**src/rtl/pipeline_hazard_ctrl.sv**
```systemverilog
// rtl/pipeline_hazard_ctrl.sv - stall/flush controller for the 5-stage MIPS pipeline
// Memory-wait FSM with timeout into HALT, plus saturating stall/redirect counters.
module pipeline_hazard_ctrl #(
  parameter int MEM_TIMEOUT = 16,
  parameter int CNT_W       = 16
) (
  input  logic             clk,
  input  logic             reset,
  input  logic [4:0]       id_rs,
  input  logic [4:0]       id_rt,
  input  logic             id_uses_rt,
  input  logic             idex_memread,
  input  logic [4:0]       idex_write_reg,
  input  logic             exmem_branch_eq,
  input  logic             exmem_branch_ne,
  input  logic             exmem_zero,
  input  logic             exmem_jump,
  input  logic             exmem_jr,
  input  logic             exmem_memread,
  input  logic             exmem_memwrite,
  input  logic             mem_ready,
  output logic             pc_write,
  output logic             ifid_write,
  output logic             idex_write,
  output logic             exmem_write,
  output logic             ifid_flush,
  output logic             idex_flush,
  output logic             exmem_flush,
  output logic             memwb_flush,
  output logic             mem_req,
  output logic             mem_error,
  output logic [CNT_W-1:0] stall_count,
  output logic [CNT_W-1:0] flush_count
);

  typedef enum logic [1:0] {RUN, MEM_WAIT, HALT} state_t;

  localparam logic [7:0]       TIMEOUT = 8'(MEM_TIMEOUT);
  localparam logic [CNT_W-1:0] CNT_MAX = '1;

  state_t     state_q, state_d;
  logic [7:0] wait_q, wait_d;
  logic       err_q;
  logic       access, taken, load_use;
  logic       freeze, normal, stall_evt, flush_evt;

  assign access   = exmem_memread | exmem_memwrite;
  assign taken    = (exmem_branch_eq & exmem_zero) | (exmem_branch_ne & ~exmem_zero) |
                    exmem_jump | exmem_jr;
  assign load_use = idex_memread && (idex_write_reg != 5'd0) &&
                    ((idex_write_reg == id_rs) || (id_uses_rt && (idex_write_reg == id_rt)));

  always_comb begin
    state_d = state_q;
    wait_d  = wait_q;
    freeze  = 1'b0;
    normal  = 1'b0;
    mem_req = 1'b0;
    case (state_q)
      RUN: begin
        mem_req = access;
        if (access && !mem_ready) begin
          freeze  = 1'b1;
          state_d = MEM_WAIT;
          wait_d  = 8'd1;
        end else begin
          normal = 1'b1;
        end
      end
      MEM_WAIT: begin
        mem_req = 1'b1;
        if (mem_ready) begin
          normal  = 1'b1;
          state_d = RUN;
          wait_d  = 8'd0;
        end else if (wait_q == TIMEOUT) begin
          freeze  = 1'b1;
          state_d = HALT;
        end else begin
          freeze = 1'b1;
          wait_d = wait_q + 8'd1;
        end
      end
      HALT: begin
        freeze = 1'b1;
      end
      default: begin
        state_d = RUN;
        wait_d  = 8'd0;
      end
    endcase
    if (!reset) begin
      freeze  = 1'b0;
      normal  = 1'b0;
      mem_req = 1'b0;
    end
  end

  // Memory freeze outranks redirect and load-use; the redirect waits for mem_ready.
  always_comb begin
    pc_write    = 1'b0;
    ifid_write  = 1'b0;
    idex_write  = 1'b0;
    exmem_write = 1'b0;
    ifid_flush  = 1'b0;
    idex_flush  = 1'b0;
    exmem_flush = 1'b0;
    memwb_flush = 1'b0;
    if (freeze) begin
      memwb_flush = 1'b1;
    end else if (normal) begin
      if (taken) begin
        pc_write    = 1'b1;
        ifid_write  = 1'b1;
        idex_write  = 1'b1;
        exmem_write = 1'b1;
        ifid_flush  = 1'b1;
        idex_flush  = 1'b1;
        exmem_flush = 1'b1;
      end else if (load_use) begin
        idex_write  = 1'b1;
        exmem_write = 1'b1;
        idex_flush  = 1'b1;
      end else begin
        pc_write    = 1'b1;
        ifid_write  = 1'b1;
        idex_write  = 1'b1;
        exmem_write = 1'b1;
      end
    end
  end

  assign stall_evt = freeze | (normal & ~taken & load_use);
  assign flush_evt = normal & taken;
  assign mem_error = err_q;

  always_ff @(posedge clk or negedge reset) begin
    if (!reset) begin
      state_q     <= RUN;
      wait_q      <= 8'd0;
      err_q       <= 1'b0;
      stall_count <= '0;
      flush_count <= '0;
    end else begin
      state_q <= state_d;
      wait_q  <= wait_d;
      if (state_d == HALT) err_q <= 1'b1;
      if (stall_evt && stall_count != CNT_MAX) stall_count <= stall_count + 1'b1;
      if (flush_evt && flush_count != CNT_MAX) flush_count <= flush_count + 1'b1;
    end
  end

endmodule

```
**config.mk**
```make
export PLATFORM = sky130hd
export DESIGN_NAME = pipeline_hazard_ctrl
export DESIGN_NICKNAME = d
export VERILOG_FILES = /design/src/rtl/pipeline_hazard_ctrl.sv
export SDC_FILE = /design/constraint.sdc
export NUM_CORES = 1
export LEC_CHECK = 0
export BUFFER_PORTS_ARGS = -buffer_cell sky130_fd_sc_hd__buf_4
export CAP_MARGIN = 40
export CELL_PAD_IN_SITES_DETAIL_PLACEMENT = 2
export CELL_PAD_IN_SITES_GLOBAL_PLACEMENT = 2
export CORE_MARGIN = 2
export CORE_UTILIZATION = 32
export DETAILED_ROUTE_END_ITERATION = 10
export PLACE_DENSITY = 0.78
export SKIP_CTS_REPAIR_TIMING = 1
export SYNTH_ARGS = -nofsm -noshare
export SYNTH_HDL_FRONTEND = slang
export SYNTH_SLANG_ARGS = --single-unit
```
**constraint.sdc**
```tcl
create_clock -name clk -period 2.5 [get_ports clk]
set_input_delay 0.5 -clock clk [delete_from_list [all_inputs] [get_ports clk]]
set_output_delay 0.5 -clock clk [all_outputs]
set_load 0.005 [all_outputs]
```
**Word-level counts from Yosys, hierarchy flattened**

Index checks and enable logic that the tools add are counted.

- Input port bits: 27
- Bits in registers: 43
- Output and inout bits: 42
- Word-level logic and storage cells: 74

- Equality and inequality tests: 10
- Add/sub/neg operators: 3
- Reductions and logical operators: 11
- Muxes and demuxes: 32
- Bitwise logic cells: 13

Operators by type and width:

| kind | count |
|---|---|
| $add A16 B1 Y16 const B | 2 |
| $ne A16 B16 Y1 const B | 2 |
| $mux W8 | 3 |
| $pmux W8 S3 | 1 |
| $mux W1 | 21 |
| $eq A5 B5 Y1 | 2 |
| $add A8 B1 Y8 const B | 1 |
| $eq A8 B5 Y1 const B | 1 |
| $logic_and A1 B1 Y1 | 6 |
| $mux W2 | 3 |
| $pmux W2 S3 | 1 |
| $and A1 B1 Y1 | 5 |
| $or A1 B1 Y1 | 5 |
| $reduce_bool A5 Y1 | 1 |
| $eq A2 B2 Y1 const B | 2 |
| $pmux W1 S2 | 2 |
| $ne A3 B3 Y1 const B | 1 |
| $not A1 Y1 | 3 |
| $pmux W1 S3 | 1 |
| $reduce_and A3 Y1 | 1 |
| $eq A2 B1 Y1 const B | 1 |
| $logic_not A2 Y1 | 1 |
| $ne A2 B2 Y1 const B | 1 |
| $logic_not A1 Y1 | 1 |
| $logic_or A1 B1 Y1 | 1 |

**Logic depth before layout (Yosys ltp)**

- Word-level depth: 10
- Depth in mapped cells: 7
- Mapped depth without buffers: 7

**Worst setup path after synthesis**

No wires, ideal clock.

- Kind: input -> output
- Start: in idex_write_reg[1]
- End: out pc_write
- Data arrival time: 1615 ps
- Stages on the path: 6
- Path slack: 385 ps
- Required time: 2000 ps
- Buffers on the path: 1
- Path through: or4_1 > o21ai_1 > nand2b_1 > nor2_1 > nor2_1 > buf_4

- Cells in the longest elaborated chain, start to end: 8
- Elaborated cells between the ends (all ways): 11
- Classes of those cells: eq/ne (2); mux (4); reduce/logical (5)

RTL lines:

| item | RTL line | source |
|---|---|---|
| from (decl) | 13 | `input logic [4:0] idex_write_reg,` |
| $eq A5 B5 Y1 | 51 | `((idex_write_reg == id_rs) \|\| (id_uses_rt && (idex_write_reg == id_rt)));` |
| $logic_and A1 B1 Y1 | 51 |  |
| $logic_or A1 B1 Y1 | 51 |  |
| $logic_and A1 B1 Y1 * | 50 | `assign load_use = idex_memread && (idex_write_reg != 5'd0) &&` |
| $mux W1 * (4 in a row) | - |  |
| to (decl) | 22 | `output logic pc_write,` |

Mark *: on every way between the ends. The rest lies on a longest branch, timed or not.

**Final worst setup path**

- Start: in idex_write_reg[1]
- End: out pc_write

- Cells in the longest elaborated chain, start to end: 8
- Elaborated cells between the ends (all ways): 11
- Classes of those cells: eq/ne (2); mux (4); reduce/logical (5)

RTL lines:

| item | RTL line | source |
|---|---|---|
| $eq A5 B5 Y1 | 51 |  |
| $logic_and A1 B1 Y1 | 51 |  |
| $logic_or A1 B1 Y1 | 51 |  |
| $logic_and A1 B1 Y1 * | 50 |  |
| $mux W1 * | 120 | `end else if (load_use) begin` |
| $mux W1 * | 112 | `if (taken) begin` |
| $mux W1 * | 111 | `end else if (normal) begin` |
| $mux W1 * | 109 | `if (freeze) begin` |

Marked as above.

==> impl_results.md <==
- Status: completed
- Minimum clock period: 2310 ps
- EDFF count, synth: 0
- Crit. End Element: output port
- Critical path, cell by cell: buf_4, or4_1, o21ai_1, nand2b_1, nor2_1, nor2_1, buf_4
- Comb pwr share: 26.5%
- Via Count: just over 2,000
- Seq/Total Area, Yosys: about 45%
- Initial core utilization: 33.0%
- H-tree depth: 2
- Ys flop type: dfrtp_1
- Mapped Cells: 229
- Hold/Removal Path Class: in -> async
- Fillcell total: 817
- Initial DRC count: 73
- Final Skew: about 8.3 ps
- Met1 Use GR: 22.1%
- TritonCTS clock tree: yes
- # diodes: 0
- Synthesis warning total: 0
- Row cnt: 31
- Clock power frac: 23.7%
- Synth Register Bits: 43
- P_int: 1.31 mW
- DR DRC count: 0
- Peak VDD IR: 262 uV
- Psw: 635 uW
- First-pass GRT wire length: 11.3 mm
- RSZ-0062 raised after global routing: no
- Worst path required time: 2000 ps
- DP HPWL: 5.28 mm
- GR Layer Usage met3: 3.60%
- Post-detailed-route count of antenna-violating nets: 0
- Rel. slew slack: 66.5%
- Synth Area per Inst: 10.4 sq um
- Chip width: around 90 um
- CTS root buffer: clkbuf_8
- Synth unique cells: 40
- Measured slew at the worst slew-check pin: 498 ps
- PortBufs: a little under 70
- Cell taking the most area after synthesis: dfrtp_1
- I/O pin total: 69
- Largest net degree at the start of global routing: 29
- Reg power frac: between 40 and 50%
- Crit path max-delay family: simple AND/OR/NAND/NOR gates
- Total Wirelength: 6.53 mm
- Setup TNS: 0 ps
- Routing usage on met2: between 20% and 30%
- Max cap viols: 0
- GRT overflow: 0
- Nets: 341
- Slew Limit Fails: 0
- DIE AREA: 0.00814 sq mm
- Max Fclk: ~430 MHz
- CP Class: in -> out
- Crit path buffers/inverters: 2
- Area of the mapped netlist: 0.00238 sq mm
- CTS Buffer Depth: 2
- Sw Ratio: between 30 and 40%
- Layout cells sized above 1: between 30% and 40%
- Endpoints failing setup: 0
- PwrDens: 615 mW/mm^2
- Die H: 90.2 um
- GRT Max-Usage Layer: met2
- Gp weighted congestion: around 0.75
- Register clock-pin slew on the reported worst setup and hold paths: 90 ps
- Static leakage: between 1 and 1.5 nW
- Data arrival, critical path: around 1800 ps
- CTS Sinks: 43
- Num CTS Buffers: 5
- Main area contributors after synthesis: dfrtp_1 (45%), xnor2_1 (7.4%), xor2_1 (6.6%)
- Final hold violations: 0
- Fin crit share: 92.5%
- Routed len/inst: about 16 um
- Peak per-stage delay on the critical path: between 500 and 600 ps
- Area grow syn2layout: 32.6%
- Total GRT Usage: between 10% and 20%
- Slowest-stage cell, CP: or4_1
- DR vias/cell: 4.93
- Vias in the first global route: 2,211
- Worst hold margin: approximately 170 ps
- Syn_nets: 260
- Worst Path Max Fanout: 3
- Most frequent cells in the layout: buf_4 (80), dfrtp_1 (43), nand3_1 (20), xnor2_1 (20), xor2_1 (18)
- Yosys top cell area share: 45.2%
- Core ar.: between 0.007 and 0.008 sq mm
- FFs w/ async S/R, synth: 100%
- Drt pass-1 iters: 4
- Most common cell after layout, fill and taps aside: buf_4
- Clk Latency, worst-skew pair: 300 ps
- Initial antenna violation count: 0
- Startpoint Class: input pin
## cell usage after synthesis (3+ instances only)
| master | instances |
|---|---|
| a21oi_1 | 3 |
| and3_1 | 6 |
| buf_4 | 3 |
| dfrtp_1 | 43 |
| ha_1 | 4 |
| inv_1 | 5 |
| mux2_2 | 4 |
| nand2_1 | 14 |
| nand2b_1 | 8 |
| nand3_1 | 20 |
| nand4_1 | 8 |
| nor2_1 | 14 |
| nor2b_1 | 4 |
| nor3_1 | 8 |
| nor4_2 | 3 |
| nor4b_1 | 4 |
| o21ai_0 | 10 |
| o31ai_1 | 4 |
| or2_2 | 4 |
| xnor2_1 | 20 |
| xor2_1 | 18 |
## layer usage
metal | part of all wire (%) | vias up | wire, um
li1 | - | 969 | -
met1 | 45 | 1002 | 2930
met2 | 50 | 48 | 3250
met5 | 0 | - | 0
met3 | 4.4 | 4 | 289
met4 | 0.90 | 0 | 59
## area by class of cell
type                    count  area [sq um]  area share, %
multi-input cells         175          1240           39.4
clock buffers               5          68.8           2.18
inverters                   5          18.8          0.595
well taps                  99           124           3.93
flip-flops and latches     43          1080           34.1
repair buffers             80           601           19.0
clock inverters             3          25.0          0.793
## sequential cells by signal, summed over array words and instances (netlist names)
| name | flops |
|---|---|
| flush_count | 16 |
| mem_error | 1 |
| stall_count | 16 |
| state_q | 2 |
| wait_q | 8 |
## cells by family after synthesis
family,count (synthesis),share of synthesized area [%]
xor gates and xnor gates,38,14.0
AOI/OAI and AO/OA,27,9.46
muxes,4,1.89
adders and majority gates,4,2.10
DFF,43,45.2
and+or+nand+nor,102,24.8
buffers and inverters,11,2.58
## path summary, 6_finish.rpt
check	startpoint	to	slack, ps	depth (start not counted)
worst max-delay path	idex_write_reg[1]	pc_write	190	7
worst min-delay path	reset	stall_count[7]$_DFFE_PN0P_	170	2
worst max register to register	stall_count[0]$_DFFE_PN0P_	stall_count[13]$_DFFE_PN0P_	280	8
worst min register to register	mem_error$_DFFE_PN0N_	mem_error$_DFFE_PN0N_	480	1
max in group asynchronous	reset	flush_count[4]$_DFFE_PN0P_	1990	2
min in group clk	mem_error$_DFFE_PN0N_	mem_error$_DFFE_PN0N_	480	1
## metrics by stage
step | cell area (sq um) | setup slack [ps] | power (mW) | std cells | utilization [%]
final | 3160 | 189 | 1.94 | 410 | 43.7
after global routing | 3160 | 81.4 | 2.09 | 410 | 43.7
after CTS | 3160 | 174 | 1.99 | 410 | 43.7
after detailed placement | 3060 | 55.5 | 1.51 | 402 | 42.4
after global placement | 3060 | 177 | 1.47 | 402 | 42.4
after floorplan | 2380 | 385 | 1.18 | 229 | -
## power by group through the flow
stage,combinational [mW],sequential (mW),clock (mW)
2_1_floorplan,0.227,0.950,0
6_report,0.515,0.965,0.461
5_1_grt,0.575,0.998,0.515
3_5_place_dp,0.530,0.985,0
3_3_place_gp,0.500,0.972,0
4_1_cts,0.532,0.971,0.485
## worst register-to-register path: cells and delay by family (launching register included)
kind	cells	cell delay, ps
flip-flops	1	420
buffers and inverters	1	210
XOR/XNOR	1	160
adder cells (fa/ha/maj)	1	200
AND/OR/NAND/NOR	5	1120
No activity file was read; power rests on OpenSTA's default activity.
